<file path="src/rtl/inst_encode_loader_pkg.sv">
// Shared encoding constants for the instruction loader and the immediate generator.
package inst_encode_loader_pkg;

  // Major opcodes of the four supported RV32I formats
  localparam logic [6:0] OP_LOAD   = 7'b0000011;
  localparam logic [6:0] OP_STORE  = 7'b0100011;
  localparam logic [6:0] OP_BRANCH = 7'b1100011;
  localparam logic [6:0] OP_IMM    = 7'b0010011;

  // Format selector carried on the loader's field interface
  typedef enum logic [1:0] {
    FMT_ILOAD  = 2'd0,
    FMT_S      = 2'd1,
    FMT_B      = 2'd2,
    FMT_IARITH = 2'd3
  } fmt_e;

  // Representable immediate ranges (full 32-bit signed comparison)
  localparam logic signed [31:0] IMM12_MIN = -32'sd2048;
  localparam logic signed [31:0] IMM12_MAX =  32'sd2047;
  localparam logic signed [31:0] BIMM_MIN  = -32'sd4096;
  localparam logic signed [31:0] BIMM_MAX  =  32'sd4094;

endpackage

</file>
<file path="src/rtl/inst_encode_loader_field_pack.sv">
// Combinational packer: turns decoded fields into an RV32I word and flags
// whether the immediate fits the chosen format. All bit-slicing lives here.
module inst_field_pack
  import inst_encode_loader_pkg::*;
(
  input  logic [1:0]  fmt,
  input  logic [4:0]  rd,
  input  logic [4:0]  rs1,
  input  logic [4:0]  rs2,
  input  logic [2:0]  funct3,
  input  logic [31:0] imm,
  output logic [31:0] word,
  output logic        legal
);

  logic in12_s;
  logic inb_s;

  // Range checks use the whole 32-bit value so out-of-range inputs never alias
  assign in12_s = ($signed(imm) >= IMM12_MIN) && ($signed(imm) <= IMM12_MAX);
  assign inb_s  = ($signed(imm) >= BIMM_MIN) && ($signed(imm) <= BIMM_MAX);

  // Select word layout and legality by format
  always_comb begin
    word  = 32'd0;
    legal = 1'b0;
    case (fmt)
      FMT_ILOAD: begin
        word  = {imm[11:0], rs1, funct3, rd, OP_LOAD};
        legal = in12_s;
      end
      FMT_IARITH: begin
        word  = {imm[11:0], rs1, funct3, rd, OP_IMM};
        legal = in12_s;
      end
      FMT_S: begin
        word  = {imm[11:5], rs2, rs1, funct3, imm[4:0], OP_STORE};
        legal = in12_s;
      end
      FMT_B: begin
        // Branch offsets are even; bit 0 is not encoded, so it must be zero
        word  = {imm[12], imm[10:5], rs2, rs1, funct3, imm[4:1], imm[11], OP_BRANCH};
        legal = inb_s && (imm[0] == 1'b0);
      end
      default: begin
        word  = 32'd0;
        legal = 1'b0;
      end
    endcase
  end

endmodule

</file>
<file path="src/rtl/inst_encode_loader.sv">
// Instruction loader: accepts decoded field bundles, encodes them and writes
// the words sequentially into instruction memory starting at BASE_ADDR.
module inst_encode_loader
  import inst_encode_loader_pkg::*;
#(
  parameter logic [31:0] BASE_ADDR = 32'h0000_0000,
  parameter int          DEPTH     = 64
) (
  input  logic                       clk,
  input  logic                       reset,
  input  logic                       clear,
  input  logic                       in_valid,
  output logic                       in_ready,
  input  logic [1:0]                 in_fmt,
  input  logic [4:0]                 in_rd,
  input  logic [4:0]                 in_rs1,
  input  logic [4:0]                 in_rs2,
  input  logic [2:0]                 in_funct3,
  input  logic [31:0]                in_imm,
  output logic                       mem_we,
  input  logic                       mem_ready,
  output logic [31:0]                mem_addr,
  output logic [31:0]                mem_wdata,
  output logic [$clog2(DEPTH+1)-1:0] words_written,
  output logic                       full,
  output logic                       err,
  output logic [7:0]                 err_count
);

  localparam int CW = $clog2(DEPTH+1);
  localparam logic [CW-1:0] DEPTH_C = CW'(DEPTH);
  localparam logic [CW-1:0] ONE_C   = CW'(1);

  localparam logic [1:0] ST_IDLE  = 2'd0;
  localparam logic [1:0] ST_WRITE = 2'd1;
  localparam logic [1:0] ST_FULL  = 2'd2;

  logic [1:0]    state_r;
  logic [31:0]   ptr_r;
  logic [CW-1:0] count_r;
  logic          full_r;
  logic          err_r;
  logic [7:0]    err_count_r;
  logic          mem_we_r;
  logic [31:0]   mem_wdata_r;
  logic [31:0]   word_s;
  logic          legal_s;

  inst_field_pack u_pack (
    .fmt    (in_fmt),
    .rd     (in_rd),
    .rs1    (in_rs1),
    .rs2    (in_rs2),
    .funct3 (in_funct3),
    .imm    (in_imm),
    .word   (word_s),
    .legal  (legal_s)
  );

  // Ready is a decode of the state register, masked while reset is held
  assign in_ready      = (state_r == ST_IDLE) && !reset;
  assign mem_we        = mem_we_r;
  assign mem_addr      = ptr_r;
  assign mem_wdata     = mem_wdata_r;
  assign words_written = count_r;
  assign full          = full_r;
  assign err           = err_r;
  assign err_count     = err_count_r;

  // Loader FSM, write pointer, counters and registered memory request
  always_ff @(posedge clk) begin
    if (reset) begin
      state_r     <= ST_IDLE;
      ptr_r       <= BASE_ADDR;
      count_r     <= '0;
      full_r      <= 1'b0;
      err_r       <= 1'b0;
      err_count_r <= 8'd0;
      mem_we_r    <= 1'b0;
      mem_wdata_r <= 32'd0;
    end else if (clear) begin
      // Restart the program image; reject history is kept
      state_r  <= ST_IDLE;
      ptr_r    <= BASE_ADDR;
      count_r  <= '0;
      full_r   <= 1'b0;
      err_r    <= 1'b0;
      mem_we_r <= 1'b0;
    end else begin
      err_r <= 1'b0;
      case (state_r)
        ST_IDLE: begin
          if (in_valid) begin
            if (legal_s) begin
              mem_wdata_r <= word_s;
              mem_we_r    <= 1'b1;
              state_r     <= ST_WRITE;
            end else begin
              err_r <= 1'b1;
              if (err_count_r != 8'hFF) begin
                err_count_r <= err_count_r + 8'd1;
              end else begin
                err_count_r <= err_count_r;
              end
            end
          end else begin
            state_r <= ST_IDLE;
          end
        end
        ST_WRITE: begin
          // Request stays stable until memory takes it
          if (mem_ready) begin
            mem_we_r <= 1'b0;
            ptr_r    <= ptr_r + 32'd4;
            count_r  <= count_r + ONE_C;
            if ((count_r + ONE_C) == DEPTH_C) begin
              state_r <= ST_FULL;
              full_r  <= 1'b1;
            end else begin
              state_r <= ST_IDLE;
            end
          end else begin
            state_r <= ST_WRITE;
          end
        end
        ST_FULL: begin
          // Terminal until clear or reset; the pointer never wraps
          mem_we_r <= 1'b0;
          full_r   <= 1'b1;
        end
        default: begin
          state_r  <= ST_IDLE;
          mem_we_r <= 1'b0;
        end
      endcase
    end
  end

endmodule

</file>
<file path="config.mk">
export PLATFORM = sky130hd
export DESIGN_NAME = inst_encode_loader
export DESIGN_NICKNAME = d
export VERILOG_FILES = /design/src/rtl/inst_encode_loader_pkg.sv /design/src/rtl/inst_encode_loader_field_pack.sv /design/src/rtl/inst_encode_loader.sv
export SDC_FILE = /design/constraint.sdc
export NUM_CORES = 1
export LEC_CHECK = 0
export CORE_UTILIZATION = 30
export CTS_CLUSTER_DIAMETER = 80
export DETAILED_ROUTE_END_ITERATION = 8
export GPL_TIMING_DRIVEN = 0
export PLACE_DENSITY = 0.67
export SLEW_MARGIN = 20
export SYNTH_ARGS = -nofsm -noshare
export SYNTH_HDL_FRONTEND = slang
export SYNTH_SLANG_ARGS = --single-unit
</file>
<file path="constraint.sdc">
create_clock -name clk -period 2.2 [get_ports clk]
set_input_delay 0.44 -clock clk [delete_from_list [all_inputs] [get_ports clk]]
set_output_delay 0.44 -clock clk [all_outputs]
set_load 0.01 [all_outputs]
</file>
### After elaboration in Yosys (flattened, before gate mapping)

Index checks and enable logic that the tools add are counted.

| operators by class | value |
|---|---|
| $add $sub $neg | 3 |
| $lt $le $gt $ge | 4 |
| eq/ne operators | 12 |
| muxes and demuxes | 15 |
| bitwise gates (word level) | 6 |
| reduce and logical (&&, ||, !) cells | 17 |

Operator list:

| cell | count |
|---|---|
| $pmux W32 S4 | 1 |
| $add A32 B3 Y32 const B | 1 |
| $ge A32 B12 Y1 const B | 1 |
| $ge A32 B13 Y1 const B | 1 |
| $le A32 B12 Y1 const B | 1 |
| $le A32 B13 Y1 const B | 1 |
| $add A8 B1 Y8 const B | 1 |
| $mux W2 | 4 |
| $ne A2 B2 Y1 const B | 4 |
| $ne A8 B8 Y1 const B | 1 |
| $add A7 B1 Y7 const B | 1 |
| $eq A7 B7 Y1 const B | 1 |
| $eq A2 B2 Y1 const B | 3 |
| $mux W1 | 6 |
| $not A1 Y1 | 6 |
| $pmux W1 S2 | 3 |
| $pmux W2 S3 | 1 |
| $reduce_and A3 Y1 | 2 |
| $reduce_and A5 Y1 | 1 |
| $eq A2 B1 Y1 const B | 2 |
| $logic_and A1 B1 Y1 | 4 |
| $logic_not A2 Y1 | 2 |
| $reduce_and A2 Y1 | 2 |
| $reduce_and A4 Y1 | 1 |
| 6 further kinds | 6 |

| word-level totals | value |
|---|---|
| register bits | 84 |
| output and inout port bits | 83 |
| word-level logic and storage cells | 65 |

### Depth between registers and ports, before layout

| logic depth | value |
|---|---|
| depth in word-level cells | 7 |
| mapped depth | 9 |
| mapped depth without buffers | 7 |

### By module

Synthesis repeated with hierarchy kept, for this count alone.

| unflattened totals | value |
|---|---|
| cell total of the unflattened synthesis | 498 |
| area total of the unflattened synthesis | 4017.6 sq um |

By module, submodules not included:

| module | instances | cells each | area an instance (sq um) | seq. area each (sq um) |
|---|---|---|---|---|
| inst_encode_loader | 1 | 432 | 3524.6 | 1641.6 |
| inst_field_pack | 1 | 66 | 493.0 | 0.0 |

### Least setup slack after synthesis

OpenSTA, ideal clock, no wires.

| timing path | value |
|---|---|
| path type | in2reg |
| from | input in_fmt[0] |
| to | register mem_wdata_r[4], in the netlist mem_wdata[4] |
| arrival | 1.933 ns |
| required time | 2.130 ns |
| path slack | 0.197 ns |
| stages | 9 |
| cells stage by stage | inv_1 > ha_1 > nand2b_1 > a211o_1 > o22ai_2 > buf_4 > buf_4 > nand3_1 > a21oi_1 |

| on the way | value |
|---|---|
| longest elaborated chain between the ends | 4 |
| elaborated cells between the ends (all ways) | 8 |
| classes of those cells | eq/ne (3); mux (2); reduce/logical (3) |

RTL lines:

| element | line | source |
|---|---|---|
| start: declaration | inst_encode_loader.sv:14 | `input logic [1:0] in_fmt,` |
| $eq A2 B2 Y1 (tied with other cells) | inst_encode_loader_field_pack.sv:27 | `case (fmt)` |
| $reduce_or A3 Y1 (no source line) | n/a |  |
| $pmux W1 S2 | inst_encode_loader_field_pack.sv:27 |  |
| $reduce_and A4 Y1 (no source line) | n/a |  |
| end signal: assignment | inst_encode_loader.sv:95 | `mem_wdata_r <= word_s;` |
| end: declaration | inst_encode_loader.sv:45 | `logic [31:0] mem_wdata_r;` |

Parallel ways exist; a longest one is shown, timed or not. The select of a mux whose other input is x is not followed.
A chain may end at the register's enable or synchronous reset.

### Worst setup path in the final report

| timing path | value |
|---|---|
| from | input in_fmt[0] |
| to | register mem_wdata_r[30], in the netlist mem_wdata[30] |

| on the way | value |
|---|---|
| longest elaborated chain between the ends | 4 |
| elaborated cells between the ends (all ways) | 7 |
| classes of those cells | eq/ne (3); mux (1); reduce/logical (3) |

RTL lines:

| element | line |
|---|---|
| $eq A2 B2 Y1 (tied with other cells) | inst_encode_loader_field_pack.sv:27 |
| $reduce_or A3 Y1 (no source line) | n/a |
| $pmux W1 S2 * | inst_encode_loader_field_pack.sv:27 |
| $reduce_and A4 Y1 (no source line) * | n/a |

Every way passes the cells marked *; elsewhere a longest branch is shown, timed or not.

==> flow_metrics.tcl <==
set metrics [dict create \
    dp_hpwl_um 8290 \
    num_antenna_cells 0 \
    crit_path_cell_trace "clkdlybuf4s15_1 > inv_2 > ha_4 > nor3b_1 > o211ai_1 > buf_4 > o22a_2 > clkbuf_2 > o21ai_0 > a21oi_1" \
    start_kind "input pin" \
    cts_made_buffers 9 \
    avgSynthCellArea_um2 8.61 \
    core_um2 12200 \
    failed_checks "setup timing" \
    path_buf_inv 4 \
    power.net_switching_uw 702 \
    clk_pin_slew_ns 0.06 \
    htree_levels 3 \
    timing.reg2reg.setup_slack_ns 0.26 \
    syn-instance-count 439 \
    die_area_um2 13100 \
    cts_tree "built" \
    synth-edff-count 0 \
    count_of_cell_types_in_the_netlist 50 \
    ys_seq_elements 79 \
    total_routing_usage_reported_by_global_routing_pct 17.2 \
    power.static_leakage_nw 1.88 \
    clock_insertion_delay_worst_skew_ns 0.34 \
    timing.critical_path.max_delay_family "compound AO/OA/AOI/OAI gates" \
    grt_first_pass_wirelength_um 17600 \
    crit_slowest_cell "sky130_fd_sc_hd__o22a_2" \
    fmaxAchievable_ghz 0.451 \
    drt-vias-per-instance 5.02 \
    power_density_nw_per_um2 575 \
    clock-sinks 79 \
    finalSetupViolations 1 \
    number_of_input_and_output_port_buffers_inserted 135 \
    fill_cells 1199 \
    p_clk_share_pct 49.4 \
    floorplan.die.width_um 114 \
    gp_congestion 0.799 \
    report.final.slew_viol_count 0 \
    detailed_place.area_um2 5350 \
    period_share_pct 101 \
    switching_share_pct 21.1 \
    wp_data_required_ns 2.40 \
    yosys_warnings 0 \
    grt_start_max_net_pins 13 \
    drt_drc_violations_left 0 \
    maxSlewHeadroom_pct 63.1 \
    worst_ir_drop_vdd_mv 0.350 \
    detailroute.via_count 3847 \
    die_height_um 114 \
    finalNetCount 661 \
    drt_iter0_drc 165 \
    root_buffer "sky130_fd_sc_hd__clkbuf_16" \
    crit_arrival_ns 2.42 \
    synth_async_sr_flop_share_pct 0 \
    first_global_vias 3671 \
    post_drt_wl_per_cell_um 14.6 \
    run_status "finished with violations" \
    detailedRoute.firstPassIterationCount 6 \
    design_area_um2 5780 \
    cp_slowest_stage_delay_ns 0.31 \
    postCtsHoldBufs 0 \
    mappedNetlistArea_um2 3780 \
    final_critical_path_setup_slack_ns -0.0172 \
    design.portCount 140 \
    fin_worst_skew_ns 0.00421 \
    timing.hold.ws_ns 0.459 \
    sequential_cell_fraction_of_total_power_pct 43.2 \
    min_delay_path_class "flop to flop" \
    routed_wirelength_um 11200 \
    initial_antenna_violation_count 0 \
    cts.path.max_buffers 2 \
    layout-drive-gt1-share_pct 8.51 \
    timing.max_cap.violations 0 \
    finalCriticalPeriod_ns 2.22 \
    rows 40 \
    worst-slew-pin-transition_ns 0.552 \
    report.final.hold_viol_count 0 \
    critical_path_class "input pin to flop" \
    p_int_mw 2.62 \
    comb_power_share_pct 7.4 \
    drt.antenna.violating_nets 0 \
    sequential_area_share_after_synthesis_pct 41.8 \
    critical_path.max_fanout 10 \
    grt.overflow.total 0 \
    yosys_most_used_dff "sky130_fd_sc_hd__dfxtp_1" \
    area_growth_syn_to_layout_pct 52.8 \
    starting_density_of_the_core_pct 31.1 \
    worstSetupEndpointType "flop" \
]
placed cells by master (no fill, tap or decap), types with 8 or more instances in the layout:
cell type / synthesis / final
sky130_fd_sc_hd__nand2_1: 14 / 14
sky130_fd_sc_hd__nor3_1: 8 / 8
sky130_fd_sc_hd__clkdlybuf4s50_1: 0 / 132
sky130_fd_sc_hd__clkbuf_16: 0 / 9
sky130_fd_sc_hd__clkbuf_1: 15 / 14
sky130_fd_sc_hd__nor2_1: 42 / 42
sky130_fd_sc_hd__nand4_1: 15 / 15
sky130_fd_sc_hd__xor2_1: 12 / 12
sky130_fd_sc_hd__dfxtp_1: 79 / 79
sky130_fd_sc_hd__o21ai_0: 13 / 13
sky130_fd_sc_hd__a21oi_1: 40 / 40
sky130_fd_sc_hd__xnor2_1: 22 / 22
sky130_fd_sc_hd__o21ai_1: 11 / 11
sky130_fd_sc_hd__buf_4: 8 / 12
sky130_fd_sc_hd__nor4_1: 16 / 14
sky130_fd_sc_hd__a211oi_1: 12 / 12
sky130_fd_sc_hd__ha_1: 10 / 9
sky130_fd_sc_hd__nand3_1: 33 / 33
sky130_fd_sc_hd__a22oi_1: 10 / 10
logic make-up (layout without fill, tap and decap cells):
family                   count (synthesis)  in the layout  share of synthesized area (%)
XOR/XNOR                                34             34                           7.88
other                                    1              4                         0.0992
AO/OA/AOI/OAI                          100            100                           15.9
AND/OR/NAND/NOR                        172            172                           25.2
flip-flops                              79             79                           41.8
buffers and inverters                   40            197                           4.96
multiplexers                             3              3                          0.827
adder cells (fa/ha/maj)                 10             10                           3.31
worst min-delay path: stages (launching register included):
cell and delay (ns):
sky130_fd_sc_hd__dfxtp_1 0.30, sky130_fd_sc_hd__inv_1 0.04, sky130_fd_sc_hd__a31oi_1 0.06
flip-flops by register name, indices dropped and copies added (netlist names):
register and count:
err_count 8, words_written 7, mem_wdata 29, mem_addr 30, mem_we 1, state_r 2, err 1, full 1
layout make-up:
class | count | area (um^2) | share of cell area, %
repair buffers | 141 | 1410 | 24.4
inverters | 8 | 30.0 | 0.520
plain buffers | 32 | 168 | 2.90
flip-flops and latches | 79 | 1580 | 27.4
multi-input cells | 323 | 2060 | 35.6
clock inverters | 3 | 65.1 | 1.13
clock buffers | 13 | 260 | 4.50
well taps | 168 | 210 | 3.64
routing by layer:
layer | track usage (%) | vias up | share of wire (%)
met2 | 30.6 | 128 | 49
met3 | 6.41 | 9 | 8.7
met1 | 19.3 | 1801 | 41
met5 | 0 | - | 0
li1 | - | 1909 | -
met4 | 4.50 | 0 | 0.94
synth_stat cells, drive strengths merged (3+ instances only):
cell | number | share of area [%]
and3 | 5 | 0.83
inv | 8 | 0.79
or2 | 3 | 0.56
xnor2 | 22 | 5.1
or3 | 7 | 1.2
and4 | 6 | 1.4
buf | 17 | 2.7
o21ai | 25 | 3.4
xor2 | 12 | 2.8
a211oi | 12 | 2.4
clkbuf | 15 | 1.5
a22oi | 10 | 2.0
or4 | 5 | 0.99
nor2 | 42 | 4.2
dfxtp | 79 | 42
nand3 | 33 | 4.4
ha | 10 | 3.3
nand2b | 5 | 0.83
o31ai | 4 | 0.79
nand4 | 16 | 2.8
nor3 | 8 | 1.1
a21oi | 40 | 5.3
nand2 | 14 | 1.4
nor4 | 17 | 3.0
through the flow:
step,utilization (%),std cells,setup WS (ns),power (mW),setup TNS [ns]
2_1_floorplan,-,442,0.197,1.55,0
3_3_place_gp,44.0,745,-0.846,1.70,-29.94
3_5_place_dp,44.0,745,-0.846,1.70,-30.57
4_1_cts,47.2,764,0.0279,3.35,0
5_1_grt,47.5,767,-0.0888,3.43,-1.71
6_report,47.5,767,-0.0172,3.32,-0.0172
worst paths after layout:
kind / depth (start not counted) / end / start
worst max-delay path: 10 / mem_wdata[30]$_SDFFE_PP0P_ / in_fmt[0]
worst max register to register: 7 / mem_addr[20]$_SDFFE_PP0P_ / mem_addr[4]$_SDFFE_PP0P_
worst min-delay path: 2 / full$_SDFFE_PP0P_ / full$_SDFFE_PP0P_
worst min register to register: 2 / full$_SDFFE_PP0P_ / full$_SDFFE_PP0P_
power by group through the flow:
stage	Clock, mW	Sequential, mW	Combinational (mW)
final	1.64	1.44	0.244
after global routing	1.73	1.44	0.263
after CTS	1.68	1.44	0.239
after global placement	0	1.47	0.233
after floorplan	0	1.47	0.0850
after detailed placement	0	1.47	0.237
timing repair:
| item | 4_1_cts | 5_1_grt |
|---|---|---|
| resized for setup | 12 | 6 |
| endpoints found under the setup margin | 41 | 36 |
| pin swaps | 2 | 2 |
| buffers inserted | 3 | 3 |
(Power assumes the default switching activity.)
